$ cat src/rtl/l1_dcache_pkg.sv
// Shared LC-3b types for the L1 data cache slice.
package l1_dcache_pkg;
  typedef logic [15:0]  lc3b_word;
  typedef logic [127:0] lc3b_datbus;
  typedef logic [8:0]   lc3b_c_tag;
  typedef logic [2:0]   lc3b_c_index;

  localparam int OFF_BITS  = 4;   // 16-byte lines
  localparam int LINE_BITS = 16 - OFF_BITS;
endpackage

$ cat src/rtl/l1_dcache_if.sv
// CPU-side and lower-memory-side signals of the L1 data cache.
interface l1_dcache_if;
  import l1_dcache_pkg::*;

  logic       dcache_mem_req;
  logic       dcache_we_on_req;
  lc3b_word   dcache_addr;
  lc3b_datbus dcache_wdata;
  lc3b_word   dcache_byte_en;
  logic       dcache_resp;
  lc3b_datbus dcache_rdata;
  lc3b_word   pmem_address;
  logic       pmem_read;
  logic       pmem_write;
  lc3b_datbus pmem_wdata;
  lc3b_datbus pmem_rdata;
  logic       pmem_resp;

  // environment side: CPU requester plus lower memory
  modport master (
    output dcache_mem_req, dcache_we_on_req, dcache_addr, dcache_wdata, dcache_byte_en,
    input  dcache_resp, dcache_rdata,
    input  pmem_address, pmem_read, pmem_write, pmem_wdata,
    output pmem_rdata, pmem_resp
  );

  // cache side
  modport slave (
    input  dcache_mem_req, dcache_we_on_req, dcache_addr, dcache_wdata, dcache_byte_en,
    output dcache_resp, dcache_rdata,
    output pmem_address, pmem_read, pmem_write, pmem_wdata,
    input  pmem_rdata, pmem_resp
  );
endinterface

$ cat src/rtl/l1_dcache_array.sv
// Direct-mapped storage: valid/dirty bits (reset), tag and data (not reset).
// Async read of the indexed line, sync byte-masked write.
module dcache_array
  import l1_dcache_pkg::*;
#(
  parameter int IDX_BITS = 3,
  parameter int TAG_BITS = 12 - IDX_BITS
) (
  input  logic                clk,
  input  logic                rst_n,
  input  logic [IDX_BITS-1:0] idx,
  input  lc3b_word            data_we,
  input  lc3b_datbus          data_in,
  input  logic                tag_we,
  input  logic [TAG_BITS-1:0] tag_in,
  input  logic                dirty_we,
  input  logic                dirty_in,
  output logic                valid,
  output logic                dirty,
  output logic [TAG_BITS-1:0] tag,
  output lc3b_datbus          data
);
  localparam int LINES = 1 << IDX_BITS;

  logic [LINES-1:0]    valid_q, dirty_q;
  logic [TAG_BITS-1:0] tag_q  [LINES];
  logic [15:0][7:0]    data_q [LINES];

  // status bits; a tag write always marks the line valid
  always_ff @(posedge clk or negedge rst_n) begin
    if (!rst_n) begin
      valid_q <= '0;
      dirty_q <= '0;
    end else begin
      if (tag_we)   valid_q[idx] <= 1'b1;
      if (dirty_we) dirty_q[idx] <= dirty_in;
    end
  end

  // tag store
  always_ff @(posedge clk) begin
    if (tag_we) tag_q[idx] <= tag_in;
  end

  // data store, one enable per byte lane
  always_ff @(posedge clk) begin
    for (int b = 0; b < 16; b++)
      if (data_we[b]) data_q[idx][b] <= data_in[8*b +: 8];
  end

  assign valid = valid_q[idx];
  assign dirty = dirty_q[idx];
  assign tag   = tag_q[idx];
  assign data  = data_q[idx];
endmodule

$ cat src/rtl/l1_dcache.sv
// Direct-mapped, write-back / write-allocate L1 data cache.
module l1_dcache
  import l1_dcache_pkg::*;
#(
  parameter int IDX_BITS = 3
) (
  input logic       clk,
  input logic       rst_n,
  l1_dcache_if.slave bus
);
  localparam int TAG_BITS = LINE_BITS - IDX_BITS;

  typedef enum logic [1:0] {IDLE, WRITEBACK, FILL} state_e;

  state_e                state, state_nxt;
  logic [LINE_BITS-1:0]  miss_line, line;
  logic [IDX_BITS-1:0]   idx;
  logic [TAG_BITS-1:0]   atag, c_tag;
  logic                  c_valid, c_dirty, hit;
  lc3b_datbus            c_data, data_in;
  lc3b_word              data_we, pmem_address;
  logic                  tag_we, dirty_we, dirty_in;
  logic                  resp, pmem_read, pmem_write;
  logic                  unused_off;

  // Outside IDLE the line captured at the miss is used, so a request that
  // drops mid-miss still completes its transfer on the original line.
  assign line       = (state == IDLE) ? bus.dcache_addr[15:4] : miss_line;
  assign idx        = line[IDX_BITS-1:0];
  assign atag       = line[LINE_BITS-1:IDX_BITS];
  assign hit        = c_valid && (c_tag == atag);
  assign unused_off = ^bus.dcache_addr[3:0];

  dcache_array #(.IDX_BITS(IDX_BITS), .TAG_BITS(TAG_BITS)) u_array (
    .clk     (clk),
    .rst_n   (rst_n),
    .idx     (idx),
    .data_we (data_we),
    .data_in (data_in),
    .tag_we  (tag_we),
    .tag_in  (atag),
    .dirty_we(dirty_we),
    .dirty_in(dirty_in),
    .valid   (c_valid),
    .dirty   (c_dirty),
    .tag     (c_tag),
    .data    (c_data)
  );

  // state register and miss-line capture
  always_ff @(posedge clk or negedge rst_n) begin
    if (!rst_n) begin
      state     <= IDLE;
      miss_line <= '0;
    end else begin
      state <= state_nxt;
      if (state == IDLE && bus.dcache_mem_req && !hit) miss_line <= bus.dcache_addr[15:4];
    end
  end

  // next state, handshake outputs and array write controls
  always_comb begin
    state_nxt    = state;
    resp         = 1'b0;
    pmem_read    = 1'b0;
    pmem_write   = 1'b0;
    pmem_address = {line, 4'h0};
    data_we      = '0;
    data_in      = bus.dcache_wdata;
    tag_we       = 1'b0;
    dirty_we     = 1'b0;
    dirty_in     = 1'b0;
    case (state)
      IDLE: begin
        if (bus.dcache_mem_req) begin
          if (hit) begin
            resp = 1'b1;
            if (bus.dcache_we_on_req) begin
              data_we  = bus.dcache_byte_en;
              dirty_we = 1'b1;
              dirty_in = 1'b1;
            end
          end else begin
            state_nxt = c_dirty ? WRITEBACK : FILL;
          end
        end
      end
      WRITEBACK: begin
        pmem_write   = 1'b1;
        pmem_address = {c_tag, idx, 4'h0};
        if (bus.pmem_resp) begin
          dirty_we  = 1'b1;
          state_nxt = FILL;
        end
      end
      FILL: begin
        pmem_read = 1'b1;
        if (bus.pmem_resp) begin
          data_we   = '1;
          data_in   = bus.pmem_rdata;
          tag_we    = 1'b1;
          dirty_we  = 1'b1;
          state_nxt = IDLE;
        end
      end
      default: state_nxt = IDLE;
    endcase
  end

  assign bus.dcache_resp  = resp;
  assign bus.dcache_rdata = c_data;
  assign bus.pmem_address = pmem_address;
  assign bus.pmem_read    = pmem_read;
  assign bus.pmem_write   = pmem_write;
  assign bus.pmem_wdata   = c_data;
endmodule

$ cat src/flat_wrapper.sv
// flat-port wrapper written by rule: the top's interface ports become plain ports
module l1_dcache_flat import l1_dcache_pkg::*;
#(
  parameter int IDX_BITS = 3
)
  (clk, rst_n, bus_dcache_mem_req, bus_dcache_we_on_req, bus_dcache_addr, bus_dcache_wdata, bus_dcache_byte_en, bus_dcache_resp, bus_dcache_rdata, bus_pmem_address, bus_pmem_read, bus_pmem_write, bus_pmem_wdata, bus_pmem_rdata, bus_pmem_resp);
  l1_dcache_if bus_i ();
  input logic clk;
  input logic rst_n;
  input wire logic [$bits(bus_i.dcache_mem_req)-1:0] bus_dcache_mem_req;
  input wire logic [$bits(bus_i.dcache_we_on_req)-1:0] bus_dcache_we_on_req;
  input wire logic [$bits(bus_i.dcache_addr)-1:0] bus_dcache_addr;
  input wire logic [$bits(bus_i.dcache_wdata)-1:0] bus_dcache_wdata;
  input wire logic [$bits(bus_i.dcache_byte_en)-1:0] bus_dcache_byte_en;
  output wire logic [$bits(bus_i.dcache_resp)-1:0] bus_dcache_resp;
  output wire logic [$bits(bus_i.dcache_rdata)-1:0] bus_dcache_rdata;
  output wire logic [$bits(bus_i.pmem_address)-1:0] bus_pmem_address;
  output wire logic [$bits(bus_i.pmem_read)-1:0] bus_pmem_read;
  output wire logic [$bits(bus_i.pmem_write)-1:0] bus_pmem_write;
  output wire logic [$bits(bus_i.pmem_wdata)-1:0] bus_pmem_wdata;
  input wire logic [$bits(bus_i.pmem_rdata)-1:0] bus_pmem_rdata;
  input wire logic [$bits(bus_i.pmem_resp)-1:0] bus_pmem_resp;
  assign bus_i.dcache_mem_req = bus_dcache_mem_req;
  assign bus_i.dcache_we_on_req = bus_dcache_we_on_req;
  assign bus_i.dcache_addr = bus_dcache_addr;
  assign bus_i.dcache_wdata = bus_dcache_wdata;
  assign bus_i.dcache_byte_en = bus_dcache_byte_en;
  assign bus_dcache_resp = bus_i.dcache_resp;
  assign bus_dcache_rdata = bus_i.dcache_rdata;
  assign bus_pmem_address = bus_i.pmem_address;
  assign bus_pmem_read = bus_i.pmem_read;
  assign bus_pmem_write = bus_i.pmem_write;
  assign bus_pmem_wdata = bus_i.pmem_wdata;
  assign bus_i.pmem_rdata = bus_pmem_rdata;
  assign bus_i.pmem_resp = bus_pmem_resp;
  l1_dcache #(.IDX_BITS(IDX_BITS)) u_core (.clk(clk), .rst_n(rst_n), .bus(bus_i));
endmodule
$ cat config.mk
export PLATFORM = sky130hd
export DESIGN_NAME = l1_dcache_flat
export DESIGN_NICKNAME = d
export VERILOG_FILES = /design/src/rtl/l1_dcache_pkg.sv /design/src/rtl/l1_dcache_if.sv /design/src/rtl/l1_dcache_array.sv /design/src/rtl/l1_dcache.sv /design/src/flat_wrapper.sv
export SDC_FILE = /design/constraint.sdc
export NUM_CORES = 1
export LEC_CHECK = 0
export CAP_MARGIN = 20
export CORE_MARGIN = 3
export CORE_UTILIZATION = 35
export DETAILED_ROUTE_END_ITERATION = 8
export GPL_ROUTABILITY_DRIVEN = 0
export PLACE_DENSITY = 0.64
export SYNTH_ARGS = -nofsm -noshare
export SYNTH_HDL_FRONTEND = slang
export SYNTH_SLANG_ARGS = --single-unit
$ cat constraint.sdc
create_clock -name clk -period 11.5 [get_ports clk]
set_input_delay 1.15 -clock clk [delete_from_list [all_inputs] [get_ports clk]]
set_output_delay 1.15 -clock clk [all_outputs]
set_load 0.02 [all_outputs]
==> impl_results.md <==
* Length of the first detailed-routing pass in iterations at 6
* Worst slew margin at roughly a quarter
* Core area at about 130000 um2
* Comb pwr share at approximately 45%
* Nature of the critical path startpoint: flop
* # fillers at ~11000
* Maximum clock path buffer count at 3
* Hold Path End: u_core.u_array.valid_q[0]$_DFFE_PN0P_
* Initial antenna violation count at 3
* Post-synth ARST share at between 2 and 3%
* Hold Crit Start: u_core.u_array.valid_q[0]$_DFFE_PN0P_
* Number of enable flip-flop cells after synthesis at 1096
* Most common cell in the netlist: edfxtp_1
* Kind of critical path: flop to output pin
* TritonCTS Sinks at ~1100
* Mapped Area at 44700 um2
* Total power at 16310 uW
* DRT iter0 DRCs at ~3200
* Clock power share at a little under a quarter
* Mapped Cells at slightly below 3000
* CP Capture Type: output pin
* CTS tree: yes
* Mapped Avg Cell Area at roughly 15 um2
* Setup violations, final at 0
* Worst vdd ir at roughly 0.00025 V
* Share of the synthesized area in the top cell type at 73.62%
* Design internal power at between 9000 and 10000 uW
* Max Fclk at around 130 MHz
* R2r setup slk at about 4300 ps
* Clk_skew at 16.12 ps
* Register share of total power at 32.8%
* P&R area growth vs syn at 23.09%
* Unrepaired setup endpoints after global routing: false
* Largest net degree at the start of global routing at roughly 110
* Seq/Total Area, Yosys at roughly 75%
* Antenna-violating nets left at 0
* P_leak at about 0.018 uW
* Gr ovfl total at 0
* Reg-to-Reg End: u_core.u_array.data_q[7][61]$_DFFE_PP_
* Via density at around 5.5
* Vias in the first global route at ~28000
* Switching power at approximately 6400 uW
* IO Port Bufs at 559
* Synth top cells by count: 1096 x edfxtp_1, 584 x nand2_1, 307 x a22oi_1
* Cts-stage hold buffer count at 0
* Die area at 132000 um2
* Routed wire length at between 100000 and 150000 um
* Setup Buffers After CTS at 0
* Yosys top cell by area: edfxtp_1
* Outcome: finished clean
* Drt drc at 0
* Global Route Usage Sum at approximately 20%
* PwrDens at between 200 and 300 nW/um2
* Final hold violation count at 0
* Final net count at between 3000 and 4000
* DP HPWL at roughly 84000 um
* Initial core utilization at between 30 and 40%
* Final core area utilization at between 40% and 50%
* Top_reg_cell synth: edfxtp_1
* Top Ports at approximately 570
* Fin crit period at between 7000 and 8000 ps
* H-tree depth at 3
* Hold Crit Depth at 1
* Clk root buf: clkbuf_16
* Cts repair resizes at 0
* Clock-pin slew on the worst setup and hold paths at 60 ps
* Worst path required time at 10350 ps
* Max-Cap Viols at 0
* Synth cell types at between 50 and 60
* Wire length per cell at between 20 and 30 um
* Global-route wire length before repair at roughly 190000 um
* Width of the die at between 300 and 400 um
* Share of post-route cells with drive strength above 1 at between 8 and 9%
* Clk_lat worst skew at between 700 and 800 ps
* Fin Setup TNS at 0 ps
* Worst path arrival time at ~6300 ps
* Reg2reg start: u_core.state[0]$_DFFE_PN0P_
* Synth top area cells: edfxtp_1 74%, a22oi_1 5.2%, nand2_1 4.9%, buf_4 2.3%, dfrtp_1 1.7%
* Hold Crit Class: flop to flop
* Row cnt at 130
* Switching Fraction at about two fifths
* Yosys warns at 0
* Pins Over Slew Limit at 0
* Die H at approximately 360 um
* Worst r2r path cells at 15
* Measured slew at the worst slew-check pin at approximately 1100 ps
* CTS buffer count at around 110
* Yosys reg bits at 1126
* Via count at about 28000
* Final worst-path cycle share at between 60 and 70%
* Worst Path Max Fanout at 28
[worst max path at each step]
stage	startpoint	cells after the start	endpoint	slack, ps
3_3_place_gp	bus_dcache_addr[5]	13	u_core.u_array.data_q[7][60]$_DFFE_PP_	3740
6_report	u_core.state[0]$_DFFE_PN0P_	11	bus_dcache_rdata[70]	4040
2_1_floorplan	bus_dcache_addr[4]	11	bus_pmem_wdata[59]	6910
4_1_cts	u_core.state[0]$_DFFE_PN0P_	11	bus_dcache_rdata[70]	3990
5_1_grt	u_core.state[0]$_DFFE_PN0P_	11	bus_dcache_rdata[70]	3890
3_5_place_dp	bus_dcache_addr[5]	13	u_core.u_array.data_q[7][60]$_DFFE_PP_	3710
[flip-flops by register name, summed over array words and instances (netlist names)]
register	cells
u_core.u_array.data_q	1024
u_core.u_array.tag_q	72
u_core.miss_line	12
u_core.u_array.dirty_q	8
u_core.u_array.valid_q	8
u_core.state	2
[critical path, stage by stage, from the launching register on]
cell and delay (ps):
dfrtp_1 410, inv_1 110, ha_1 150, buf_4 280
mux2i_4 270, buf_4 510, inv_2 570, nor2_4 940
buf_4 490, a222oi_1 180, o211ai_1 860, clkdlybuf4s50_1 770
[layout make-up]
class	count	area [um2]	share of cell area [%]
sequential	1126	33660	61.18
antenna	1	2.502	0.004548
inverter	15	58.81	0.1069
clock inverter	78	754.5	1.371
tap	1650	2064	3.752
clock buffer	135	2963	5.385
timing repair buffer	637	6218	11.30
multi-input combinational	1519	9300	16.90
[power by group through the flow]
| stage | clock (uW) | sequential (uW) | combinational, uW |
|---|---|---|---|
| global route | 3890 | 5370 | 7690 |
| detailed placement | 0 | 5430 | 7350 |
| finish | 3680 | 5340 | 7290 |
| floorplan | 0 | 5390 | 4300 |
| CTS | 3730 | 5340 | 7370 |
| global placement | 0 | 5410 | 7300 |
[per-layer routing]
metal | part of all wire [%] | GRT usage (%) | wire, um | vias up
met5 | 0.042 | 0.2542 | 58 | -
met4 | 2.5 | 6.112 | 3521 | 4
met3 | 9.2 | 4.224 | 12680 | 197
met2 | 49 | 33.85 | 67520 | 1515
met1 | 40 | 26.65 | 54770 | 14340
li1 | - | - | - | 12380
[cells by family (layout without fill, tap and decap cells)]
family	Yosys count	count (layout)	synth area share (%)
XOR/XNOR	4	4	0.07838
AND/OR/NAND/NOR	746	746	7.157
other	1	5	0.008389
buffers and inverters	338	865	4.193
AO/OA/AOI/OAI	680	680	11.21
flip-flops	1126	1126	75.30
multiplexers	81	81	1.940
adder cells (fa/ha/maj)	4	4	0.1120
[metrics by stage]
step | hold slack (ps) | setup slack [ps] | cells | instance area [um2]
after floorplan | 428.5 | 6908 | 2983 | 44710
after global placement | 445.1 | 3738 | 4946 | 51300
after detailed placement | 448.4 | 3715 | 4946 | 51300
after CTS | 467.1 | 3992 | 5159 | 55010
after global routing | 491.7 | 3886 | 5160 | 55020
final | 467.3 | 4039 | 5161 | 55020
[layout by cell type, fill, tap and decap left out, types with 11 or more instances in the layout]
cell / Yosys / final
edfxtp_1: 1096 / 1096
nand2_1: 584 / 575
clkdlybuf4s50_1: 0 / 559
a22oi_1: 307 / 307
clkbuf_16: 0 / 115
o21ai_1: 79 / 88
buf_4: 138 / 75
a221oi_1: 65 / 65
nand4_1: 56 / 56
mux2i_1: 56 / 56
o21ai_0: 60 / 51
nand3_1: 44 / 44
a222oi_1: 38 / 38
a22o_1: 37 / 37
dfrtp_1: 30 / 30
clkinv_1: 0 / 27
clkinv_2: 0 / 26
o211ai_1: 25 / 25
o22ai_1: 21 / 21
clkbuf_1: 135 / 19
a21oi_1: 15 / 15
mux2_2: 12 / 12
inv_1: 12 / 12
nor2_4: 0 / 12
nor2_1: 20 / 11
bufinv_16: 0 / 11
(Power assumes the default switching activity.)
